$ cat config.mk
export PLATFORM = sky130hd
export DESIGN_NAME = decode_issue
export DESIGN_NICKNAME = d
export VERILOG_FILES = /design/src/rtl/decode_issue.sv
export SDC_FILE = /design/constraint.sdc
export NUM_CORES = 1
export LEC_CHECK = 0
export ABC_AREA = 0
export CAP_MARGIN = 5
export CORE_MARGIN = 2
export CORE_UTILIZATION = 50
export CTS_CLUSTER_DIAMETER = 50
export DETAILED_ROUTE_END_ITERATION = 10
export PLACE_DENSITY = 0.91
export SYNTH_ARGS = -nofsm -noshare
export SYNTH_HDL_FRONTEND = slang
export SYNTH_SLANG_ARGS = --single-unit
$ cat constraint.sdc
create_clock -name clk -period 7.9 [get_ports clk]
set_input_delay 2.37 -clock clk [delete_from_list [all_inputs] [get_ports clk]]
set_output_delay 2.37 -clock clk [all_outputs]
set_load 0.1 [all_outputs]
$ cat src/rtl/decode_issue.sv
`default_nettype none
// ============================================================================
// Module   : decode_issue
// Brief    : RV32I decode / issue stage with a register scoreboard. Decodes
//            the fetched instruction, reads operands, stalls on pending
//            registers and holds one decoded instruction for execute.
// Revision : 1.0 - initial release
// ============================================================================
module decode_issue #(
  parameter int SB_ENABLE = 1
) (
  input  logic        clk,
  input  logic        rst,
  input  logic        in_valid,
  output logic        in_ready,
  input  logic [31:0] in_instr,
  input  logic [31:0] in_pc,
  output logic [4:0]  read_addr0,
  output logic [4:0]  read_addr1,
  input  logic [31:0] data0,
  input  logic [31:0] data1,
  input  logic        wb_valid,
  input  logic [4:0]  wb_addr,
  input  logic        flush,
  output logic        out_valid,
  input  logic        out_ready,
  output logic [31:0] out_pc,
  output logic [31:0] out_rs1_val,
  output logic [31:0] out_rs2_val,
  output logic [31:0] out_imm,
  output logic [4:0]  out_rd,
  output logic [6:0]  out_opcode,
  output logic [2:0]  out_funct3,
  output logic [6:0]  out_funct7,
  output logic        out_illegal
);

  // RV32I base opcodes
  localparam logic [6:0] c_OP_LUI    = 7'b0110111;
  localparam logic [6:0] c_OP_AUIPC  = 7'b0010111;
  localparam logic [6:0] c_OP_JAL    = 7'b1101111;
  localparam logic [6:0] c_OP_JALR   = 7'b1100111;
  localparam logic [6:0] c_OP_LOAD   = 7'b0000011;
  localparam logic [6:0] c_OP_OPIMM  = 7'b0010011;
  localparam logic [6:0] c_OP_BRANCH = 7'b1100011;
  localparam logic [6:0] c_OP_STORE  = 7'b0100011;
  localparam logic [6:0] c_OP_OP     = 7'b0110011;

  // Instruction fields
  logic [6:0]  w_opcode;
  logic [4:0]  w_rd;
  logic [2:0]  w_funct3;
  logic [4:0]  w_rs1;
  logic [4:0]  w_rs2;
  logic [6:0]  w_funct7;

  // Decode results
  logic        w_rs1_used;
  logic        w_rs2_used;
  logic        w_rd_used;
  logic        w_illegal;
  logic [31:0] w_imm;
  logic [4:0]  w_rd_eff;

  logic        w_hazard;
  logic        w_issue;

  // Output register and scoreboard state
  logic        out_valid_q,   out_valid_d;
  logic [31:0] out_pc_q,      out_pc_d;
  logic [31:0] out_rs1_val_q, out_rs1_val_d;
  logic [31:0] out_rs2_val_q, out_rs2_val_d;
  logic [31:0] out_imm_q,     out_imm_d;
  logic [4:0]  out_rd_q,      out_rd_d;
  logic [6:0]  out_opcode_q,  out_opcode_d;
  logic [2:0]  out_funct3_q,  out_funct3_d;
  logic [6:0]  out_funct7_q,  out_funct7_d;
  logic        out_illegal_q, out_illegal_d;
  logic [31:0] pend_q,        pend_d;

  assign w_opcode = in_instr[6:0];
  assign w_rd     = in_instr[11:7];
  assign w_funct3 = in_instr[14:12];
  assign w_rs1    = in_instr[19:15];
  assign w_rs2    = in_instr[24:20];
  assign w_funct7 = in_instr[31:25];

  // Register file addresses come straight from the instruction word.
  assign read_addr0 = w_rs1;
  assign read_addr1 = w_rs2;

  // Classify the opcode: which register fields it uses and its immediate.
  always_comb begin
    w_rs1_used = 1'b0;
    w_rs2_used = 1'b0;
    w_rd_used  = 1'b0;
    w_illegal  = 1'b0;
    w_imm      = 32'h0000_0000;
    case (w_opcode)
      c_OP_LUI, c_OP_AUIPC: begin
        w_rd_used = 1'b1;
        w_imm     = {in_instr[31:12], 12'h000};
      end
      c_OP_JAL: begin
        w_rd_used = 1'b1;
        w_imm     = {{11{in_instr[31]}}, in_instr[31], in_instr[19:12],
                     in_instr[20], in_instr[30:21], 1'b0};
      end
      c_OP_JALR, c_OP_LOAD, c_OP_OPIMM: begin
        w_rs1_used = 1'b1;
        w_rd_used  = 1'b1;
        w_imm      = {{20{in_instr[31]}}, in_instr[31:20]};
      end
      c_OP_BRANCH: begin
        w_rs1_used = 1'b1;
        w_rs2_used = 1'b1;
        w_imm      = {{19{in_instr[31]}}, in_instr[31], in_instr[7],
                      in_instr[30:25], in_instr[11:8], 1'b0};
      end
      c_OP_STORE: begin
        w_rs1_used = 1'b1;
        w_rs2_used = 1'b1;
        w_imm      = {{20{in_instr[31]}}, in_instr[31:25], in_instr[11:7]};
      end
      c_OP_OP: begin
        w_rs1_used = 1'b1;
        w_rs2_used = 1'b1;
        w_rd_used  = 1'b1;
      end
      default: begin
        w_illegal = 1'b1;
      end
    endcase
  end

  // Destination as seen by the scoreboard and execute: 0 when unused.
  assign w_rd_eff = w_rd_used ? w_rd : 5'd0;

  // RAW on either used source, WAW on a used non-zero destination.
  assign w_hazard = (SB_ENABLE != 0) && in_valid &&
                    ((w_rs1_used && pend_q[w_rs1]) ||
                     (w_rs2_used && pend_q[w_rs2]) ||
                     (w_rd_used && (w_rd != 5'd0) && pend_q[w_rd]));

  assign in_ready = !rst && !w_hazard && (!out_valid_q || out_ready) && !flush;
  assign w_issue  = in_valid && in_ready;

  // Next state of the output register and scoreboard.
  always_comb begin
    out_valid_d   = out_valid_q;
    out_pc_d      = out_pc_q;
    out_rs1_val_d = out_rs1_val_q;
    out_rs2_val_d = out_rs2_val_q;
    out_imm_d     = out_imm_q;
    out_rd_d      = out_rd_q;
    out_opcode_d  = out_opcode_q;
    out_funct3_d  = out_funct3_q;
    out_funct7_d  = out_funct7_q;
    out_illegal_d = out_illegal_q;
    pend_d        = pend_q;

    if (w_issue) begin
      out_valid_d   = 1'b1;
      out_pc_d      = in_pc;
      out_rs1_val_d = w_rs1_used ? data0 : 32'h0000_0000;
      out_rs2_val_d = w_rs2_used ? data1 : 32'h0000_0000;
      out_imm_d     = w_imm;
      out_rd_d      = w_rd_eff;
      out_opcode_d  = w_opcode;
      out_funct3_d  = w_funct3;
      out_funct7_d  = w_funct7;
      out_illegal_d = w_illegal;
    end else if (flush) begin
      out_valid_d = 1'b0;
    end else if (out_valid_q && out_ready) begin
      out_valid_d = 1'b0;
    end

    // Clears first, then the issue set, so a same-cycle set wins.
    if (flush && out_valid_q && (out_rd_q != 5'd0)) begin
      pend_d[out_rd_q] = 1'b0;
    end
    if (wb_valid && (wb_addr != 5'd0)) begin
      pend_d[wb_addr] = 1'b0;
    end
    if (w_issue && (w_rd_eff != 5'd0)) begin
      pend_d[w_rd_eff] = 1'b1;
    end
    pend_d[0] = 1'b0;
  end

  // State registers; reset drops the held instruction and all pending bits.
  always_ff @(posedge clk) begin
    if (rst) begin
      out_valid_q   <= 1'b0;
      out_pc_q      <= 32'h0000_0000;
      out_rs1_val_q <= 32'h0000_0000;
      out_rs2_val_q <= 32'h0000_0000;
      out_imm_q     <= 32'h0000_0000;
      out_rd_q      <= 5'd0;
      out_opcode_q  <= 7'd0;
      out_funct3_q  <= 3'd0;
      out_funct7_q  <= 7'd0;
      out_illegal_q <= 1'b0;
      pend_q        <= 32'h0000_0000;
    end else begin
      out_valid_q   <= out_valid_d;
      out_pc_q      <= out_pc_d;
      out_rs1_val_q <= out_rs1_val_d;
      out_rs2_val_q <= out_rs2_val_d;
      out_imm_q     <= out_imm_d;
      out_rd_q      <= out_rd_d;
      out_opcode_q  <= out_opcode_d;
      out_funct3_q  <= out_funct3_d;
      out_funct7_q  <= out_funct7_d;
      out_illegal_q <= out_illegal_d;
      pend_q        <= pend_d;
    end
  end

  assign out_valid   = out_valid_q;
  assign out_pc      = out_pc_q;
  assign out_rs1_val = out_rs1_val_q;
  assign out_rs2_val = out_rs2_val_q;
  assign out_imm     = out_imm_q;
  assign out_rd      = out_rd_q;
  assign out_opcode  = out_opcode_q;
  assign out_funct3  = out_funct3_q;
  assign out_funct7  = out_funct7_q;
  assign out_illegal = out_illegal_q;

endmodule
`default_nettype wire
==> flow_metrics.env, run 1 <==
export IMPL_clock_latency_ns=0.43
export IMPL_drv_cap=0
export IMPL_maxSlewViolCount=0
export IMPL_drt_pass1_iter_count=5
export IMPL_drive_gt1_share_pct=13.1
export IMPL_period_share_pct=93.1
export IMPL_place_gp_congestion=0.959
export IMPL_dieArea_sq_um=19400
export IMPL_synth_area_leaders="dfxtp_1 40%, mux2i_1 11%, nand2_1 7.8%"
export IMPL_grt_max_degree=91
export IMPL_tightest_slew_ns=1.05
export IMPL_die_w_um=139
export IMPL_setup_tns_final_ns=0
export IMPL_regArea_sq_um=3660
export IMPL_cts_tree="built"
export IMPL_synth_edff_count=0
export IMPL_clockBufferDepth=2
export IMPL_yosysTopAreaCell="dfxtp_1"
export IMPL_totalWireLength_mm=27.9
export IMPL_path_cells="clkdlybuf4s50_1 > mux4_2 > and3b_1 > o311ai_1 > o31a_1 > nand3_1 > a21boi_1 > buf_12"
export IMPL_ctsRootBufferMaster="clkbuf_16"
export IMPL_io_pins=302
export IMPL_yosys_most_used_dff="dfxtp_1"
export IMPL_path_clk_slew_ns=0.06
export IMPL_placed_area_sq_um=12100
export IMPL_final_area_sq_um=12700
export IMPL_status="complete, no violations"
export IMPL_yosys_register_bits=183
export IMPL_yosysWarnings=0
export IMPL_first_global_vias=7804
export IMPL_cp_required_ns=5.53
export IMPL_antenna_found_initial=0
export IMPL_critPathMaxFanout=8
export IMPL_drc_errors=0
export IMPL_avgSynthCellArea_sq_um=9.67
export IMPL_max_stage_delay_ns=0.73
export IMPL_syn_num_nets=1085
export IMPL_postLayoutCoreUtil_pct=70.9
export IMPL_diodes=0
export IMPL_slew_headroom_pct=29.5
export IMPL_power_leakage_nw=5.17
export IMPL_grt_first_pass_wirelength_mm=43.3
export IMPL_cts_sinks=183
export IMPL_finalPower_mw=2.24
export IMPL_syn_area_sq_um=9150
export IMPL_cts_made_buffers=17
export IMPL_vias_per_cell=5.76
export IMPL_power_density_nw_per_um2=176
export IMPL_vias=8266
export IMPL_clock_skew_ns=0.0110
export IMPL_yosysUniqueCellTypes=57
export IMPL_syn_inst=946
export IMPL_reg2reg_slack_ns=5.13
export IMPL_synth_seq_area_share_pct=40.0
export IMPL_drtIter0Drc=622
export IMPL_cpMaxStageDelayCell="clkdlybuf4s50_1"
export IMPL_grt_total_usage_pct=27.7
export IMPL_start_util_pct=50.9
export IMPL_clock_fmax_ghz=0.136
export IMPL_core_rowCount=49
export IMPL_min_path_type="flop to flop"
export IMPL_io_buffers=301
export IMPL_period_needed_ns=7.36
export IMPL_ir_drop_v=0.000122
export IMPL_worstPathArrival_ns=4.99
export IMPL_end_kind="output pin"
export IMPL_areaGrowthSynthToFinish_pct=39.2
export IMPL_setup_viol=0
export IMPL_synth_top_area_share_pct=40.0
export IMPL_ys_async_sr_fraction_pct=0
export IMPL_multiInputGateArea_sq_um=5020
export IMPL_critPathKind="primary input to output pin"
export IMPL_fill_cells=1356
export IMPL_hold_viol_final=0
export IMPL_nets=1332
export IMPL_routed_wire_length_per_instance_um=19.5
export IMPL_overflow=0
export IMPL_post_cts_buffers=0
export IMPL_cts_hold_buf=0
export IMPL_grt_setup_unrepaired="no"
export IMPL_dieHeight_um=139
export IMPL_core_area_sq_um=18000
export IMPL_dp_hpwl_mm=19.7
export IMPL_htreeDepth=4
export IMPL_antenna_left=0
export IMPL_start_kind="primary input"
export IMPL_cts_resized=0
Yosys cell counts, types with 4 or more instances:
library cell,instances
o211a_1,7
mux2i_1,103
buf_4,15
a22oi_1,4
buf_2,19
mux2_2,18
or2_2,16
nand4_1,5
o221ai_1,8
nand3_1,21
nor3_1,4
buf_6,5
inv_1,9
mux4_2,15
and3_1,4
nand2_1,189
nand3b_1,6
o21ai_0,10
a21oi_1,21
mux2_4,47
nand2b_1,7
dfxtp_1,183
nor2_1,11
clkbuf_1,43
a31oi_1,4
o31ai_1,29
nor2b_1,76
o2111ai_1,16
report_power, final:
group | total (mW) | switching (mW) | internal, mW | leakage [nW]
registers | 0.949 | 0.00902 | 0.940 | 1.48
clock network | 0.889 | 0.379 | 0.510 | 0.292
logic | 0.403 | 0.256 | 0.148 | 3.40
total | 2.24 | 0.644 | 1.60 | 5.17
metal layers:
| metal | routed length, um | GRT usage, % | vias to the layer above |
|---|---|---|---|
| met2 | 13700 | 46.7 | 445 |
| met3 | 2450 | 6.85 | 67 |
| met1 | 11000 | 34.7 | 3926 |
| met4 | 755 | 9.36 | 0 |
| met5 | 0 | 0 | - |
| li1 | - | - | 3828 |
flip-flops by register name, indices dropped and copies added, names as in the netlist, 5 cells and up:
| signal | count |
|---|---|
| pend_q | 31 |
| out_opcode | 7 |
| out_rd | 5 |
| out_imm | 32 |
| out_funct7 | 7 |
| out_rs2_val | 32 |
| out_pc | 32 |
| out_rs1_val | 32 |
layout by cell type, fill, tap and decap left out, types with 4 or more instances in the layout:
master,netlist,final
nand3b_1,6,6
nor3_1,4,4
mux2_4,47,47
nor2_1,11,11
inv_1,9,8
clkbuf_16,0,17
mux2_2,18,18
or2_2,16,16
o31ai_1,29,29
mux2i_1,103,103
nand3_1,21,21
dfxtp_1,183,183
a22oi_1,4,4
mux4_2,15,15
buf_4,15,17
o211a_1,7,7
and3_1,4,4
nand2b_1,7,7
o221ai_1,8,8
o2111ai_1,16,16
a31oi_1,4,4
a21oi_1,21,21
nand2_1,189,189
nand4_1,5,5
o21ai_0,10,10
nor2b_1,76,76
clkdlybuf4s50_1,0,292
inv_6,0,4
cell families (layout without fill, tap and decap cells):
| family | count (synthesis) | after routing | synth area share (%) |
|---|---|---|---|
| simple gates | 358 | 358 | 19.1 |
| mux | 183 | 183 | 24.9 |
| flops | 183 | 183 | 40.0 |
| compound gates | 128 | 128 | 10.8 |
| buf+inv | 94 | 353 | 5.14 |
final cells by class:
type                    count  area share, %
repair buffers            313           24.5
well taps                 229           2.25
multi-input cells         669           39.5
clock inverters            13           1.33
inverters                   9          0.275
clock buffers              18           3.45
flip-flops and latches    183           28.8
final timing paths:
kind	from	to	depth (start not counted)
max	in_instr[16]	in_ready	8
max reg2reg	pend_q[30]	out_opcode[3]	7
min	out_imm[19]	out_imm[19]	2
min reg2reg	out_imm[19]	out_imm[19]	2
worst max-delay path: cells and delay by family:
| kind | cells | cell delay, ns |
|---|---|---|
| buffers and inverters | 2 | 0.94 |
| AND/OR/NAND/NOR | 2 | 0.27 |
| AO/OA/AOI/OAI | 3 | 0.84 |
| multiplexers | 1 | 0.55 |
metrics by stage:
step	setup slack (ns)	cells	hold WS, ns
2_1_floorplan	0.331	946	0.476
3_3_place_gp	0.551	1403	0.443
3_5_place_dp	0.535	1403	0.452
4_1_cts	0.524	1434	0.462
5_1_grt	0.370	1434	0.474
6_report	0.544	1434	0.457
Power figures use the tool's default switching activity.
==> run 2, diff against run 1 <==
- CTS_CLUSTER_SIZE: unset -> 12
- PLACE_DENSITY: 0.91 -> 0.94
==> run 2 against run 1 <==
Critical path depth did not move. Cell area fell by 0.36%. Largest cell class unchanged. Combinational power barely moved. Sequential power barely moved. Clock power down 6.7%. Clock skew rose by 0.0022 ns. Worst setup slack worse by 0.091 ns. Non-clock buffer count rose by 2. Global-route usage rose by 1.9 points.
==> flow_metrics.env, run 2 (synthesis results as in run 1) <==
export IMPL_status="complete, no violations"
export IMPL_tightest_slew_ns=1.13
export IMPL_place_gp_congestion=1.00
export IMPL_setup_tns_final_ns=0
export IMPL_clock_latency_ns=0.43
export IMPL_period_share_pct=94.3
export IMPL_vias_per_cell=5.73
export IMPL_dieArea_sq_um=19400
export IMPL_clock_skew_ns=0.0132
export IMPL_cts_hold_buf=0
export IMPL_power_density_nw_per_um2=172
export IMPL_power_leakage_nw=5.15
export IMPL_antenna_left=0
export IMPL_overflow=0
export IMPL_final_instance_count_excl_fill=1437
export IMPL_path_cells="clkdlybuf4s50_1 > mux4_2 > a22o_1 > o311ai_1 > o31a_1 > nand3_1 > a21boi_1 > buf_12"
export IMPL_vias=8235
export IMPL_clockBufferDepth=2
export IMPL_worst_slack_ns=0.453
export IMPL_holdPathStages=2
export IMPL_io_buffers=301
export IMPL_drv_cap=0
export IMPL_die_w_um=139
export IMPL_maxSlewViolCount=0
export IMPL_period_needed_ns=7.45
export IMPL_path_buf_inv=2
export IMPL_path_clk_slew_ns=0.07
export IMPL_drt_pass1_iter_count=6
export IMPL_io_pins=302
export IMPL_end_kind="output pin"
export IMPL_multiInputGateArea_sq_um=5020
export IMPL_cts_tree="built"
export IMPL_slew_headroom_pct=24.5
export IMPL_hold_viol_final=0
export IMPL_final_cell_mix="292 x clkdlybuf4s50_1, 189 x nand2_1, 183 x dfxtp_1"
export IMPL_diodes=0
export IMPL_routed_wire_length_per_instance_um=20.5
export IMPL_dp_hpwl_mm=21.3
export IMPL_start_util_pct=50.9
export IMPL_grt_max_degree=66
export IMPL_grt_setup_unrepaired="no"
export IMPL_cp_top_family="compound AO/OA/AOI/OAI gates"
export IMPL_nets=1334
export IMPL_setup_viol=0
export IMPL_post_place_ws_ns=0.388
export IMPL_cp_depth=8
export IMPL_dieHeight_um=139
export IMPL_dp_cells=1405
export IMPL_cts_sinks=183
export IMPL_ctsRootBufferMaster="clkbuf_16"
export IMPL_critPathKind="primary input to output pin"
export IMPL_rr_worst_depth=8
export IMPL_drtIter0Drc=760
export IMPL_cp_required_ns=5.53
export IMPL_start_kind="primary input"
export IMPL_min_path_type="flop to flop"
export IMPL_worstPathArrival_ns=5.08
export IMPL_first_global_vias=8136
export IMPL_regArea_sq_um=3660
export IMPL_grt_total_usage_pct=29.6
export IMPL_clock_fmax_ghz=0.134
export IMPL_cts_made_buffers=17
export IMPL_drc_errors=0
export IMPL_core_rowCount=49
export IMPL_fill_cells=1373
export IMPL_antenna_found_initial=0
export IMPL_totalWireLength_mm=29.5
export IMPL_final_common_cell="clkdlybuf4s50_1"
export IMPL_drive_gt1_share_pct=13.2
export IMPL_cpMaxStageDelayCell="clkdlybuf4s50_1"
export IMPL_core_area_sq_um=18000
export IMPL_ir_drop_v=0.000144
export IMPL_max_stage_delay_ns=0.73
export IMPL_htreeDepth=4
export IMPL_cts_resized=0
export IMPL_areaGrowthSynthToFinish_pct=38.7
export IMPL_post_cts_buffers=0
export IMPL_critPathMaxFanout=8
export IMPL_grt_first_pass_wirelength_mm=45.8
==> run 2: final timing paths <==
path                            slack [ns]               to             from
worst max-delay path                  0.45         in_ready     in_instr[16]
worst min-delay path                  0.46  out_rs1_val[22]  out_rs1_val[22]
worst max register to register        4.32  out_rs1_val[11]       pend_q[25]
worst min register to register        0.46  out_rs1_val[22]  out_rs1_val[22]
==> run 2: layer usage <==
layer  vias to the layer above  wire (um)  track usage (%)
met5                         -          0                0
met4                         0        978             10.9
met3                        75       2100             6.26
met2                       383      14600             50.5
met1                      3948      11800             36.9
li1                       3829          -                -
==> run 2: report_power, final <==
group	internal (mW)	switching, mW	total (mW)
registers	0.939	0.00940	0.949
logic	0.148	0.257	0.405
clock network	0.427	0.402	0.829
==> run 2: worst reg2reg max path: cells and delay by family (launching register included) <==
family / cells / cell delay (ns)
AOI/OAI and AO/OA: 1 / 0.40
buffers and inverters: 2 / 1.64
DFF: 1 / 0.51
muxes: 2 / 0.60
and+or+nand+nor: 3 / 0.35
==> run 2: layout make-up <==
class	instances	share of cell area, %
clock inverters	13	1.02
well taps	229	2.26
clock buffers	19	3.49
repair buffers	315	24.5
multi-input cells	669	39.6
flip-flops and latches	183	28.9
inverters	9	0.276
==> run 2: per-stage QoR <==
| stage | total power [mW] | instance area [sq um] | hold WS [ns] | utilization, % |
|---|---|---|---|---|
| floorplan | 1.23 | 9150 | 0.476 | - |
| global placement | 1.37 | 12100 | 0.442 | 67.4 |
| detailed placement | 1.37 | 12100 | 0.451 | 67.4 |
| CTS | 2.20 | 12700 | 0.461 | 70.6 |
| global route | 2.25 | 12700 | 0.477 | 70.6 |
| finish | 2.18 | 12700 | 0.458 | 70.6 |
==> run 3, diff against run 2 <==
- CORE_UTILIZATION: 50 -> 47
- PLACE_DENSITY: 0.94 -> 0.9
- clock period: 7.9 -> 6.9 ns (I/O delays scaled with it)
==> run 3 against run 2 <==
Sequential power rose by 15%. Sequential share of layout area shrank 0.28 points. Wire length fell by 3.4%. Worst hold slack got worse by 0.0015 ns. Cell count increased by 2.6%. Critical path type unchanged. Largest cell class unchanged.
==> flow_metrics.env, run 3 (synthesis results as in run 1) <==
export IMPL_status="complete, no violations"
export IMPL_regArea_sq_um=3660
export IMPL_drc_errors=0
export IMPL_first_global_vias=7855
export IMPL_setup_tns_final_ns=0
export IMPL_start_kind="primary input"
export IMPL_final_common_cell="clkdlybuf4s50_1"
export IMPL_vias=8294
export IMPL_drv_cap=0
export IMPL_drtIter0Drc=633
export IMPL_routed_wire_length_per_instance_um=19.3
export IMPL_period_needed_ns=6.57
export IMPL_overflow=0
export IMPL_setup_viol=0
export IMPL_cts_made_buffers=17
export IMPL_clock_skew_ns=0.0182
export IMPL_power_density_nw_per_um2=204
export IMPL_reg2reg_slack_ns=3.28
export IMPL_multiInputGateArea_sq_um=5030
export IMPL_min_path_type="flop to flop"
export IMPL_totalWireLength_mm=28.5
export IMPL_dieArea_sq_um=20600
export IMPL_cp_required_ns=4.83
export IMPL_path_clk_slew_ns=0.07
export IMPL_ir_drop_v=0.000169
export IMPL_worst_slack_ns=0.333
export IMPL_core_area_sq_um=19300
export IMPL_grt_first_pass_wirelength_mm=43.1
export IMPL_grt_total_usage_pct=26.7
export IMPL_core_rowCount=51
export IMPL_dp_hpwl_mm=20.3
export IMPL_critPathMaxFanout=7
export IMPL_grt_setup_unrepaired="no"
export IMPL_dieHeight_um=144
export IMPL_cts_hold_buf=0
export IMPL_antenna_found_initial=1
export IMPL_cts_tree="built"
export IMPL_drt_pass1_iter_count=5
export IMPL_maxSlewViolCount=0
export IMPL_cts_sinks=183
export IMPL_vias_per_cell=5.63
export IMPL_power_leakage_nw=5.21
export IMPL_end_kind="output pin"
export IMPL_areaGrowthSynthToFinish_pct=40.0
export IMPL_critPathKind="primary input to output pin"
export IMPL_antenna_left=0
export IMPL_start_util_pct=47.5
export IMPL_slew_headroom_pct=26.0
export IMPL_post_place_ws_ns=0.0865
export IMPL_io_pins=302
export IMPL_finalPower_mw=2.61
export IMPL_period_share_pct=95.2
export IMPL_io_buffers=301
export IMPL_cts_resized=0
export IMPL_grt_max_degree=84
export IMPL_drive_gt1_share_pct=13.6
export IMPL_nets=1335
export IMPL_clock_latency_ns=0.44
export IMPL_diodes=0
export IMPL_fill_cells=1523
export IMPL_post_cts_buffers=0
export IMPL_whs_ns=0.457
export IMPL_die_w_um=144
export IMPL_place_gp_congestion=0.949
export IMPL_hold_viol_final=0
export IMPL_htreeDepth=4
export IMPL_tightest_slew_ns=1.11
export IMPL_final_cell_mix="288 x clkdlybuf4s50_1, 189 x nand2_1, 183 x dfxtp_1"
export IMPL_worstPathArrival_ns=4.50
export IMPL_clockBufferDepth=2
export IMPL_clock_fmax_ghz=0.152
export IMPL_ctsRootBufferMaster="clkbuf_16"
export IMPL_postLayoutCoreUtil_pct=66.5
-- run 3: path summary, 6_finish.rpt --
kind	cells after the start	startpoint	endpoint
setup / recovery	8	in_instr[21]	in_ready
hold / removal	2	out_rs2_val[1]	out_rs2_val[1]
hold reg to reg	2	out_rs2_val[1]	out_rs2_val[1]
setup reg to reg	8	pend_q[26]	out_rs2_val[21]
-- run 3: critical path, cell delays in order --
cell	delay, ns
clkdlybuf4s50_1	0.75
mux4_2	0.56
a2bb2oi_1	0.15
a221o_1	0.36
nand3_1	0.09
nand3_1	0.10
a21boi_2	0.21
buf_12	0.20
-- run 3: per-layer routing --
| metal | vias to the layer above | routed length (um) | part of all wire, % | track usage (%) |
|---|---|---|---|---|
| li1 | 3842 | - | - | - |
| met1 | 3955 | 11700 | 41 | 33.8 |
| met2 | 416 | 13600 | 48 | 43.6 |
| met3 | 79 | 2180 | 7.6 | 6.06 |
| met4 | 2 | 992 | 3.5 | 11.7 |
| met5 | - | 15 | 0.053 | 0 |
-- run 3: metrics by stage --
stage	area (sq um)	instances
floorplan	9150	946
global placement	12200	1442
detailed placement	12200	1442
CTS	12800	1474
global route	12800	1474
finish	12800	1474
-- run 3: area by class of cell --
type	count	share of cell area [%]
Tap cell	265	2.59
Multi-Input combinational cell	669	39.2
Timing Repair Buffer	316	24.4
Clock inverter	14	1.59
Sequential cell	183	28.6
Clock buffer	18	3.35
Inverter	9	0.273
-- run 3: power breakdown --
group	total [mW]	internal (mW)	switching, mW	leakage (nW)
clock	1.06	0.590	0.470	0.311
sequential	1.09	1.08	0.0102	1.48
combinational	0.465	0.170	0.295	3.42
